$ cat src/rtl/fmul_issue_ctrl.sv
`default_nettype none
// ============================================================================
// fmul_issue_ctrl : FP multiply issue/reservation controller with tag pipeline
// Revision: 1.0
// ============================================================================
module fmul_issue_ctrl #(
  parameter int LATENCY  = 7,
  parameter int VEC_TAIL = 4,
  parameter int MAX_VL   = 64
) (
  input  logic        clk,
  input  logic        rst,
  input  logic        i_s_req,
  input  logic        i_v_req,
  input  logic [15:0] i_cip,
  input  logic [6:0]  i_vl,
  output logic        o_s_ack,
  output logic        o_v_ack,
  output logic        o_busy,
  output logic        o_fu_issue,
  output logic [15:0] o_fu_cip,
  output logic        o_fu_vec,
  output logic [5:0]  o_elem_idx,
  output logic        o_wb_valid,
  output logic        o_wb_vec,
  output logic [2:0]  o_wb_dest,
  output logic [5:0]  o_wb_elem
);

  localparam logic [6:0] MAX_VL_C  = 7'(MAX_VL);
  localparam logic [2:0] TAIL_LAST = 3'(VEC_TAIL - 1);
  localparam int         TAG_W     = 11;

  typedef enum logic [1:0] {
    IDLE  = 2'd0,
    VRUN  = 2'd1,
    VTAIL = 2'd2
  } state_t;

  state_t      state, state_nxt;
  logic [6:0]  opcode;
  logic        s_legal, v_legal;
  logic [6:0]  vl_clamped;
  logic [6:0]  vl_eff;
  logic [6:0]  elem_cnt;
  logic [2:0]  tail_cnt;
  logic        s_issue;
  logic        last_elem;
  logic [TAG_W-1:0] tag_in;
  logic [TAG_W-1:0] tag_q [LATENCY];

  assign opcode     = i_cip[15:9];
  assign s_legal    = (opcode >= 7'o064) && (opcode <= 7'o067);
  assign v_legal    = (opcode >= 7'o160) && (opcode <= 7'o167);
  assign vl_clamped = (i_vl > MAX_VL_C) ? MAX_VL_C : i_vl;
  assign last_elem  = (elem_cnt == vl_eff - 7'd1);

  always_ff @(posedge clk) begin
    if (rst) state <= IDLE;
    else     state <= state_nxt;
  end

  // Vector wins a simultaneous request even when its parcel is not a vector op.
  always_comb begin
    state_nxt = state;
    o_s_ack   = 1'b0;
    o_v_ack   = 1'b0;
    case (state)
      IDLE: begin
        if (i_v_req && v_legal) begin
          o_v_ack   = 1'b1;
          state_nxt = (vl_clamped != 7'd0) ? VRUN : VTAIL;
        end else if (i_s_req && !i_v_req && s_legal) begin
          o_s_ack = 1'b1;
        end
      end
      VRUN:    if (last_elem) state_nxt = VTAIL;
      VTAIL:   if (tail_cnt == TAIL_LAST) state_nxt = IDLE;
      default: state_nxt = IDLE;
    endcase
  end

  always_ff @(posedge clk) begin
    if (rst) begin
      vl_eff   <= 7'd0;
      elem_cnt <= 7'd0;
      tail_cnt <= 3'd0;
      s_issue  <= 1'b0;
      o_fu_cip <= 16'd0;
    end else begin
      s_issue <= o_s_ack;
      if (o_s_ack || o_v_ack) o_fu_cip <= i_cip;
      if (o_v_ack) begin
        vl_eff   <= vl_clamped;
        elem_cnt <= 7'd0;
        tail_cnt <= 3'd0;
      end else begin
        if (state == VRUN && !last_elem) elem_cnt <= elem_cnt + 7'd1;
        if (state == VTAIL) tail_cnt <= (state_nxt == IDLE) ? 3'd0 : tail_cnt + 3'd1;
      end
    end
  end

  assign o_busy     = (state != IDLE);
  assign o_fu_vec   = (state == VRUN);
  assign o_fu_issue = s_issue | o_fu_vec;
  assign o_elem_idx = o_fu_vec ? elem_cnt[5:0] : 6'd0;

  // Tag layout: {valid, vec, dest[2:0], elem[5:0]}
  assign tag_in = {o_fu_issue, o_fu_vec, o_fu_cip[8:6], o_elem_idx};

  always_ff @(posedge clk) begin
    if (rst) begin
      for (int i = 0; i < LATENCY; i++) tag_q[i] <= '0;
    end else begin
      tag_q[0] <= tag_in;
      for (int i = 1; i < LATENCY; i++) tag_q[i] <= tag_q[i-1];
    end
  end

  assign o_wb_valid = tag_q[LATENCY-1][10];
  assign o_wb_vec   = tag_q[LATENCY-1][9];
  assign o_wb_dest  = tag_q[LATENCY-1][8:6];
  assign o_wb_elem  = tag_q[LATENCY-1][5:0];

endmodule
`default_nettype wire

$ cat config.mk
export PLATFORM = sky130hd
export DESIGN_NAME = fmul_issue_ctrl
export DESIGN_NICKNAME = d
export VERILOG_FILES = /design/src/rtl/fmul_issue_ctrl.sv
export SDC_FILE = /design/constraint.sdc
export NUM_CORES = 1
export LEC_CHECK = 0
export BUFFER_PORTS_ARGS = -buffer_cell sky130_fd_sc_hd__buf_2
export CAP_MARGIN = 0
export CORE_UTILIZATION = 50
export DETAILED_ROUTE_END_ITERATION = 6
export MAX_ROUTING_LAYER = met4
export PLACE_DENSITY = 0.71
export SYNTH_ARGS = -nofsm -noshare
export SYNTH_HDL_FRONTEND = slang
export SYNTH_SLANG_ARGS = --single-unit
$ cat constraint.sdc
create_clock -name clk -period 2.1 [get_ports clk]
set_input_delay 0.42 -clock clk [delete_from_list [all_inputs] [get_ports clk]]
set_output_delay 0.42 -clock clk [all_outputs]
set_load 0.01 [all_outputs]
==> metrics.md <==
| Metric | Value |
|---|---|
| Largest net degree at the start of global routing | 95 |
| Failing checks | negative setup slack |
| CTS Hold Bufs | 0 |
| Ratio of cells with drive above 1 in the final layout | between 20% and 30% |
| Sequential element share of the synthesized area | roughly three fifths |
| Post-layout nets | 467 |
| Die width | roughly 89 um |
| Critical path buffers and inverters | 2 |
| FMAX | about 0.46 GHz |
| Clock latency on the worst-skew pair | 0.50 ns |
| Hold WC Path Type | input port to register |
| Critical path's slowest cell | or4_4 |
| Hold Crit Start | i_cip[3] |
| Leading cell type in the layout, fill and taps excluded | dfxtp_1 |
| Die area | about 8000 um2 |
| VDD IR-drop max | between 0.0005 and 0.0006 V |
| Area Growth Syn to Fin | 27.82% |
| Setup slack after layout | -0.07572 ns |
| # diodes | 0 |
| Slew margin rel. | between 50% and 60% |
| Synth warnings | 0 |
| Post-Place Cells | roughly 500 |
| Post-route ant nets | 0 |
| Synth Cell Area | approximately 3800 um2 |
| H-tree Lvls | 4 |
| Synth Area per Inst | between 10 and 15 um2 |
| Initial core utilization | between 50% and 60% |
| Synthesized instance count | about 360 |
| Crit path launch | state[0] |
| Clk sinks | roughly 110 |
| Worst reg2reg setup slack | roughly 0.15 ns |
| Post-synth EDFFs | 0 |
| P_leak | ~2.2 nW |
| Outcome | complete, but fails checks |
| Yosys cell types | 44 |
| Max Slew Vio Count | 0 |
| Fin cells | roughly 550 |
| Max-cap violations | 0 |
| Routed length per instance | ~11 um |
| Post-Place Setup Slack | roughly 0.13 ns |
| Worst Path Required | 1.68 ns |
| Slowest stage delay, CP | approximately 0.53 ns |
| PwrDens | ~1100 nW/um2 |
| CP Launch Type | register |
| Global-route wire length before repair | between 10000 and 15000 um |
| Initial DRC count | 73 |
| Register bit count reported by yosys | ~110 |
| Num CTS Buffers | 17 |
| Post-DR vias/cell | between 4 and 5 |
| Layout Skew | just under 0.006 ns |
| CP cell instances | or2_4, or4_4, inv_4, buf_6 |
| Tmin final | around 2.2 ns |
| GPL Wtd Cong | 0.7596 |
| Final period util | 103.6% |
| Commonest non-fill, non-tap cells in the layout | dfxtp_1 (112), nor2b_1 (70), buf_2 (63) |
| CP delay by family, top | simple AND/OR/NAND/NOR gates |
| Gr usage total | 18.09% |
| CTS tree | built |
| Final hold violations | 0 |
| Reg clk slew, reported paths | about 0.050 ns |
| Async SR Flop Fraction | 0% |
| Post-synth net total | 395 |
| Crit Path Max Fanout | 3 |
| Final setup viols | 2 |
| Root Buffer | clkbuf_8 |
| IO Count | between 60 and 70 |
| DRC | 0 |
| Via count | 2610 |
| Core Region | 7331 um2 |
| Site Rows | 31 |
| Worst Setup Path Type | register to output pin |
| Slew @ Worst Pin | just under 0.7 ns |
| Post-DP HPWL | roughly 3900 um |
| Vias in the first global route | between 2000 and 2500 |
| Critical R2R Launch | state[0] |
| CP Data Arrival Time | about 1.8 ns |
| RSZ-0062 raised after global routing | yes |
| CTS max path bufs | 2 |
| DIE HEIGHT | between 80 and 90 um |
| Total Wirelength | ~6200 um |
| GRT overflow | 0 |
| Worst setup EP type | output pin |
| DR pass1 iterations | 4 |
| Initial antenna violation count | 0 |
| PortBufs | 64 |
| Ys flop type | dfxtp_1 |
registers in the layout, indices dropped and copies added (netlist names):
signal and flops:
tag_q 77, vl_eff 7, tail_cnt 3, o_fu_cip 16, state 2, s_issue 1, elem_cnt 7
kinds of logic after synthesis:
family	share of synthesized area, %
XOR/XNOR	1.835
AND/OR/NAND/NOR	25.03
AO/OA/AOI/OAI	5.439
buffers and inverters	3.473
multiplexers	3.670
flip-flops	59.24
adder cells (fa/ha/maj)	1.311
per-layer routing:
layer / GRT usage [%] / vias up / wire, um
met5: - / - / 0
met4: 8.947 / 0 / 68
met3: 7.572 / 8 / 331
met2: 28.52 / 74 / 2974
met1: 19.65 / 1178 / 2827
li1: - / 1350 / -
layout make-up:
type / count / area [um2]
clock inverter: 9 / 153.9
multi-input combinational: 223 / 1431
sequential: 113 / 2266
inverter: 8 / 32.53
clock buffer: 23 / 466.7
tap: 99 / 123.9
timing repair buffer: 73 / 406.6
fill: 569 / 2450
stage by stage:
stage / area (um2) / utilization (%) / setup TNS (ns) / total power [mW] / hold WS (ns)
finish: 4881 / 66.58 / -0.1195 / 5.207 / 0.1497
global route: 4881 / 66.58 / -0.2473 / 5.393 / 0.1438
CTS: 4878 / 66.55 / -0.2335 / 5.274 / 0.1276
detailed placement: 4218 / 57.54 / 0 / 2.332 / 0.4204
global placement: 4218 / 57.54 / 0 / 2.329 / 0.4157
floorplan: 3819 / - / 0 / 2.287 / 0.4138
worst reg2reg max path, stage by stage, from the launching register on:
cell and delay (ns):
dfxtp_1 0.31, or2_4 0.25, or4_4 0.53, buf_4 0.21, nand2b_1 0.23, nor2_1 0.07, a41o_1 0.23
Yosys cell counts, types with 2 or more instances:
cell | n | area (um2)
buf_6 | 3 | 33.78
a31o_2 | 2 | 17.52
nor3_1 | 7 | 35.03
xor2_1 | 3 | 26.28
nand2b_1 | 5 | 31.28
and3_1 | 7 | 43.79
nand2_1 | 15 | 56.30
nor2_1 | 29 | 108.9
a211oi_1 | 2 | 15.01
and2_1 | 8 | 50.05
mux2i_1 | 14 | 140.1
a41o_1 | 2 | 20.02
ha_1 | 4 | 50.05
nand3_1 | 2 | 10.01
a21oi_1 | 16 | 80.08
nor2b_1 | 70 | 437.9
xnor2_1 | 5 | 43.79
nor3b_1 | 7 | 52.55
nand4_1 | 3 | 18.77
clkbuf_1 | 13 | 48.80
buf_2 | 4 | 20.02
dfxtp_1 | 113 | 2262
inv_1 | 8 | 30.03
a21o_1 | 2 | 15.01
power by group:
part / internal [mW] / switching (mW)
clock network: 2.02 / 0.902
logic: 0.0522 / 0.0745
registers: 2.16 / 0.00600
total: 4.22 / 0.983
what timing repair did:
action	CTS	global route
setup buffers	3	0
pin swaps	3	1
setup endpoints to repair	3	2
gates resized for setup	7	1
final timing paths:
check | to | depth (start not counted)
worst max-delay path | o_v_ack | 4
worst max register to register | elem_cnt[2] | 6
worst min-delay path | o_fu_cip[3] | 3
worst min register to register | tag_q[6][9] | 1
Power figures use the tool's default switching activity.
